--- src/rtl/spi_req_arbiter.sv ---
`default_nettype none
// ============================================================================
//  Module   : spi_req_arbiter
//  Purpose  : Round-robin sharing of one spi_master among NUM_REQ requesters;
//             launches the granted word, tracks cs, returns a done pulse.
//             Optional cs-wait timeout enabled by macro SPI_ARB_TIMEOUT_EN.
//  Revision : 1.0 - initial release
// ============================================================================
module spi_req_arbiter #(
    parameter int NUM_REQ     = 4,
    parameter int DW          = 32,
    parameter int TIMEOUT_CYC = 4096
) (
    input  logic                  clk,
    input  logic                  rst_n,
    input  logic [NUM_REQ-1:0]    req,
    input  logic [NUM_REQ*DW-1:0] req_data,
    output logic [NUM_REQ-1:0]    gnt,
    output logic [NUM_REQ-1:0]    done,
    output logic                  err,
    output logic                  busy,
    output logic                  spi_trigger,
    output logic [DW-1:0]         spi_din,
    input  logic                  spi_cs
);

    localparam int               IDX_W    = $clog2(NUM_REQ);
    localparam logic [IDX_W-1:0] LAST_RST = IDX_W'(NUM_REQ - 1);

    typedef enum logic [2:0] {
        ST_IDLE      = 3'd0,
        ST_LAUNCH    = 3'd1,
        ST_WAIT_LOW  = 3'd2,
        ST_WAIT_HIGH = 3'd3,
        ST_DONE      = 3'd4
    } state_t;

    state_t             state_q, state_d;
    logic [NUM_REQ-1:0] gnt_q, gnt_d;
    logic [NUM_REQ-1:0] done_q, done_d;
    logic [IDX_W-1:0]   idx_q, idx_d;
    logic [IDX_W-1:0]   last_gnt_q, last_gnt_d;
    logic [DW-1:0]      din_q, din_d;
    logic               trig_q, trig_d;
    logic               busy_q, busy_d;

    logic               arb_found;
    logic [IDX_W-1:0]   arb_idx;
    logic [IDX_W-1:0]   arb_cand;
    logic [DW-1:0]      arb_data;
    logic               go_done;

`ifdef SPI_ARB_TIMEOUT_EN
    localparam int               CNT_W   = $clog2(TIMEOUT_CYC);
    localparam logic [CNT_W-1:0] CNT_MAX = CNT_W'(TIMEOUT_CYC - 1);

    logic [CNT_W-1:0] cnt_q, cnt_d;
    logic             err_q, err_d;
    logic             go_abort;
    logic             cnt_expired;
`endif

    if ((NUM_REQ < 2) || (NUM_REQ > 8) || (DW < 1) || (TIMEOUT_CYC < 2)) begin : g_bad_params
        $error("spi_req_arbiter: parameter out of range");
    end

    // Scan upward from the slot after the last winner so the previous owner ranks last.
    always_comb begin
        arb_found = 1'b0;
        arb_idx   = last_gnt_q;
        arb_cand  = '0;
        for (int k = 1; k <= NUM_REQ; k++) begin
            arb_cand = IDX_W'((int'(last_gnt_q) + k) % NUM_REQ);
            if (!arb_found && req[arb_cand]) begin
                arb_found = 1'b1;
                arb_idx   = arb_cand;
            end
        end
    end

    always_comb begin
        arb_data = '0;
        for (int k = 0; k < NUM_REQ; k++) begin
            if (arb_idx == IDX_W'(k)) begin
                arb_data = req_data[k*DW +: DW];
            end
        end
    end

`ifdef SPI_ARB_TIMEOUT_EN
    // Budget spans both wait states; it saturates so an exhausted budget stays exhausted.
    always_comb begin
        cnt_expired = (cnt_q == CNT_MAX);
        cnt_d       = cnt_q;
        if (state_q == ST_LAUNCH) begin
            cnt_d = '0;
        end else if (((state_q == ST_WAIT_LOW) || (state_q == ST_WAIT_HIGH)) && !cnt_expired) begin
            cnt_d = cnt_q + 1'b1;
        end
    end
`endif

    always_comb begin
        state_d    = state_q;
        gnt_d      = gnt_q;
        idx_d      = idx_q;
        last_gnt_d = last_gnt_q;
        din_d      = din_q;
        done_d     = '0;
        trig_d     = 1'b0;
        go_done    = 1'b0;
`ifdef SPI_ARB_TIMEOUT_EN
        go_abort   = 1'b0;
`endif
        case (state_q)
            ST_IDLE: begin
                if (arb_found) begin
                    state_d        = ST_LAUNCH;
                    idx_d          = arb_idx;
                    gnt_d          = '0;
                    gnt_d[arb_idx] = 1'b1;
                    din_d          = arb_data;
                    trig_d         = 1'b1;
                end
            end
            ST_LAUNCH: begin
                state_d = ST_WAIT_LOW;
            end
            ST_WAIT_LOW: begin
                if (!spi_cs) begin
                    state_d = ST_WAIT_HIGH;
                end
`ifdef SPI_ARB_TIMEOUT_EN
                else if (cnt_expired) begin
                    go_done  = 1'b1;
                    go_abort = 1'b1;
                end
`endif
            end
            ST_WAIT_HIGH: begin
                if (spi_cs) begin
                    go_done = 1'b1;
                end
`ifdef SPI_ARB_TIMEOUT_EN
                else if (cnt_expired) begin
                    go_done  = 1'b1;
                    go_abort = 1'b1;
                end
`endif
            end
            ST_DONE: begin
                last_gnt_d = idx_q;
                state_d    = ST_IDLE;
            end
            default: begin
                state_d = ST_IDLE;
            end
        endcase

        if (go_done) begin
            state_d       = ST_DONE;
            gnt_d         = '0;
            done_d[idx_q] = 1'b1;
        end

        busy_d = (state_d != ST_IDLE);
`ifdef SPI_ARB_TIMEOUT_EN
        err_d  = go_abort;
`endif
    end

    always_ff @(posedge clk or negedge rst_n) begin
        if (!rst_n) begin
            state_q    <= ST_IDLE;
            gnt_q      <= '0;
            done_q     <= '0;
            idx_q      <= '0;
            last_gnt_q <= LAST_RST;
            din_q      <= '0;
            trig_q     <= 1'b0;
            busy_q     <= 1'b0;
        end else begin
            state_q    <= state_d;
            gnt_q      <= gnt_d;
            done_q     <= done_d;
            idx_q      <= idx_d;
            last_gnt_q <= last_gnt_d;
            din_q      <= din_d;
            trig_q     <= trig_d;
            busy_q     <= busy_d;
        end
    end

`ifdef SPI_ARB_TIMEOUT_EN
    always_ff @(posedge clk or negedge rst_n) begin
        if (!rst_n) begin
            cnt_q <= '0;
            err_q <= 1'b0;
        end else begin
            cnt_q <= cnt_d;
            err_q <= err_d;
        end
    end

    assign err = err_q;
`else
    assign err = 1'b0;
`endif

    assign gnt         = gnt_q;
    assign done        = done_q;
    assign busy        = busy_q;
    assign spi_trigger = trig_q;
    assign spi_din     = din_q;

endmodule
`default_nettype wire
--- config.mk ---
export PLATFORM = sky130hd
export DESIGN_NAME = spi_req_arbiter
export DESIGN_NICKNAME = d
export VERILOG_FILES = /design/src/rtl/spi_req_arbiter.sv
export SDC_FILE = /design/constraint.sdc
export NUM_CORES = 1
export LEC_CHECK = 0
export ABC_AREA = 1
export CORE_MARGIN = 3
export CORE_UTILIZATION = 50
export DETAILED_ROUTE_END_ITERATION = 16
export DONT_BUFFER_PORTS = 1
export HOLD_SLACK_MARGIN = 0.03
export PLACE_DENSITY = 0.62
export SLEW_MARGIN = 5
export SYNTH_ARGS = -nofsm -noshare
export SYNTH_HDL_FRONTEND = slang
export SYNTH_SLANG_ARGS = --single-unit
--- constraint.sdc ---
create_clock -name clk -period 2.5 [get_ports clk]
set_input_delay 0.5 -clock clk [delete_from_list [all_inputs] [get_ports clk]]
set_output_delay 0.5 -clock clk [all_outputs]
set_load 0.1 [all_outputs]
==> impl_metrics.ini <==
[critical_path]
crit_fanout = 28
worstSetupPathType = flip-flop to flip-flop
endpoint_kind = flip-flop
r2r_cells = 14
worst_setup_path_start_kind = flip-flop
worstPathRequired_ps = 2750
cp.arrival_ps = 2590

[drt]
drt-initial-drc-count = 89
antenna_left = 0
drc_errors = 0
first_pass_iters = 4
detail_route.wl_per_cell_um = 15.7
drt-total-wl_mm = 9.28
routed-via-count = 3166
routed_via_density = 5.38

[sta]
hold_viol = 0
finalCriticalPeriod_ps = 2340
clock_skew_ps = 8.32
finalSetupViolations = 0
tightest_slew_ps = 907
fin_crit_sh_pct = 93.6
max-slew-margin-rel_pct = 39.5
fmax_mhz = 427
rsz0062_at_grt = true
slew_violations = 0
worst_hold_slack_ps = 391

[clock_network]
cts_max_level = 2
path_clk_slew_ps = 100
clockBufferDepth = 2
worstSkewPairLatency_ps = 300
clockRootBuffer = clkbuf_8
cts_buffers = 5
cts_tree = done
cts.sinks = 49

[synthesis]
synth_nets = 621
ys_seq_area_share_pct = 38.0
syn_inst = 486
synth_area_um2 = 3240
synthDistinctLibCells = 30
yosys_register_bits = 49
yosys_warnings = 0
synth.avg_cell_area_um2 = 6.66

[floorplan]
fp.coreArea_um2 = 6100
rows = 28
pin_count = 178
die_h_um = 86.5
die_w_um = 86.5
start_util_pct = 53.1
die_area_um2 = 7480

[placed_design]
port_buffers = 0
hpwl_mm = 6.63
placed_area_um2 = 3470
dp_cells = 573
gp_congestion = 0.940

[layout]
area_growth_pct = 13.5
seqCellArea_um2 = 1230
postLayoutCellArea_um2 = 3670
multi_input_area_um2 = 1630
insertedDiodeCount = 0
fin_nets = 648
final_common_cell = nand2_1
layout.cells.non_filler = 589
fillers = 597
layout_common_cells = 197 x nand2_1, 59 x inv_1, 47 x dfrtp_1
drive_gt1_share_pct = 16.1

[grt]
grt_pass1_vias = 3013
grt_max_degree = 50
antenna_found_initial = 0
met1_usage_pct = 30.4
use_met2_pct = 43.8
grt_use_met3_pct = 4.66
grt_first_pass_wirelength_mm = 14.5
groute.usage.overall_pct = 24.5
grt_overflow = 0
top_usage_layer = met2

[flow_run]
cap_violations = 0

[min_path]
hold_depth = 4
hp-class = primary input to flip-flop

[status]
outcome = completed
[cell families (layout without fill, tap and decap cells)]
logic type | Yosys count | in the layout | share of synthesized area [%]
simple gates | 273 | 273 | 37.1
compound gates | 73 | 73 | 12.3
flops | 49 | 49 | 38.0
other cells | 1 | 1 | 0.116
buf+inv | 90 | 118 | 12.5
[stage by stage]
stage / utilization (%) / worst slack, ps / setup TNS [ps]
after floorplan: - / 404 / 0
final: 60.2 / 160 / 0
after global routing: 60.2 / -17.6 / -48.9
after CTS: 58.9 / 25.5 / 0
after global placement: 56.9 / 99.1 / 0
after detailed placement: 56.9 / 50.5 / 0
[cell usage after synthesis, drive strengths merged]
master  instances  share of area (%)
clkbuf         13                1.5
inv            63                7.3
nand3          48                7.7
o21ai          65                 11
dfstp           2                1.6
a31oi           1               0.19
buf            14                3.6
nand2         207                 26
a21oi           4               0.62
nor3            6               0.93
a211o           1               0.27
nor2            5                1.5
dfrtp          47                 36
conb            1               0.12
o21bai          1               0.23
o31ai           1               0.23
nand3b          1               0.23
nand4           6                1.2
[flip-flops by register name, summed over array words and instances, names as in the netlist]
name,cells
idx_q,2
last_gnt_q,2
spi_din,32
busy,1
state_q,3
gnt,4
done,4
spi_trigger,1
[cell type report]
cell class / instances / share of cell area [%]
multi-input combinational: 347 / 44.3
inverter: 63 / 6.44
tap: 75 / 2.56
clock inverter: 3 / 0.716
sequential: 49 / 33.5
timing repair buffer: 47 / 10.7
clock buffer: 5 / 1.87
[timing repair]
action                     4_1_cts  5_1_grt
hold endpoints to repair        49        4
setup endpoints to repair        0       33
hold buffers                     1        1
resized for setup                0        9
setup buffers                    0        6
[metal layers]
| metal | wire length [um] | vias up |
|---|---|---|
| li1 | - | 1574 |
| met4 | 135 | 0 |
| met2 | 4730 | 137 |
| met5 | 0 | - |
| met3 | 519 | 14 |
| met1 | 3890 | 1441 |
[worst max-delay path, stage by stage (launching register included)]
cell	delay, ps
dfstp_2	620
buf_4	150
nand2_1	50
nand2_1	130
nand2_1	80
nand2_1	110
nand3_2	100
nand2_1	110
nand2_4	80
buf_4	160
nor2_8	350
nand2_1	120
nand3_1	110
nand2_1	60
nand2_1	50
[worst paths after layout]
kind                                                start                   endpoint  slack [ps]
worst max-delay path            last_gnt_q[0]$_DFFE_PN1N_    spi_din[25]$_DFFE_PN0P_         160
worst min-delay path                        req_data[127]    spi_din[31]$_DFFE_PN0P_         390
worst max register to register  last_gnt_q[0]$_DFFE_PN1N_    spi_din[25]$_DFFE_PN0P_         160
worst min register to register    spi_din[29]$_DFFE_PN0P_    spi_din[29]$_DFFE_PN0P_         500
max in group asynchronous                           rst_n  last_gnt_q[0]$_DFFE_PN1N_        1510
min in group asynchronous                           rst_n         gnt[3]$_DFFE_PN0P_         710
Power is not shown: default switching activity piles up to over one toggle a cycle in this logic, so the estimate is an artifact.
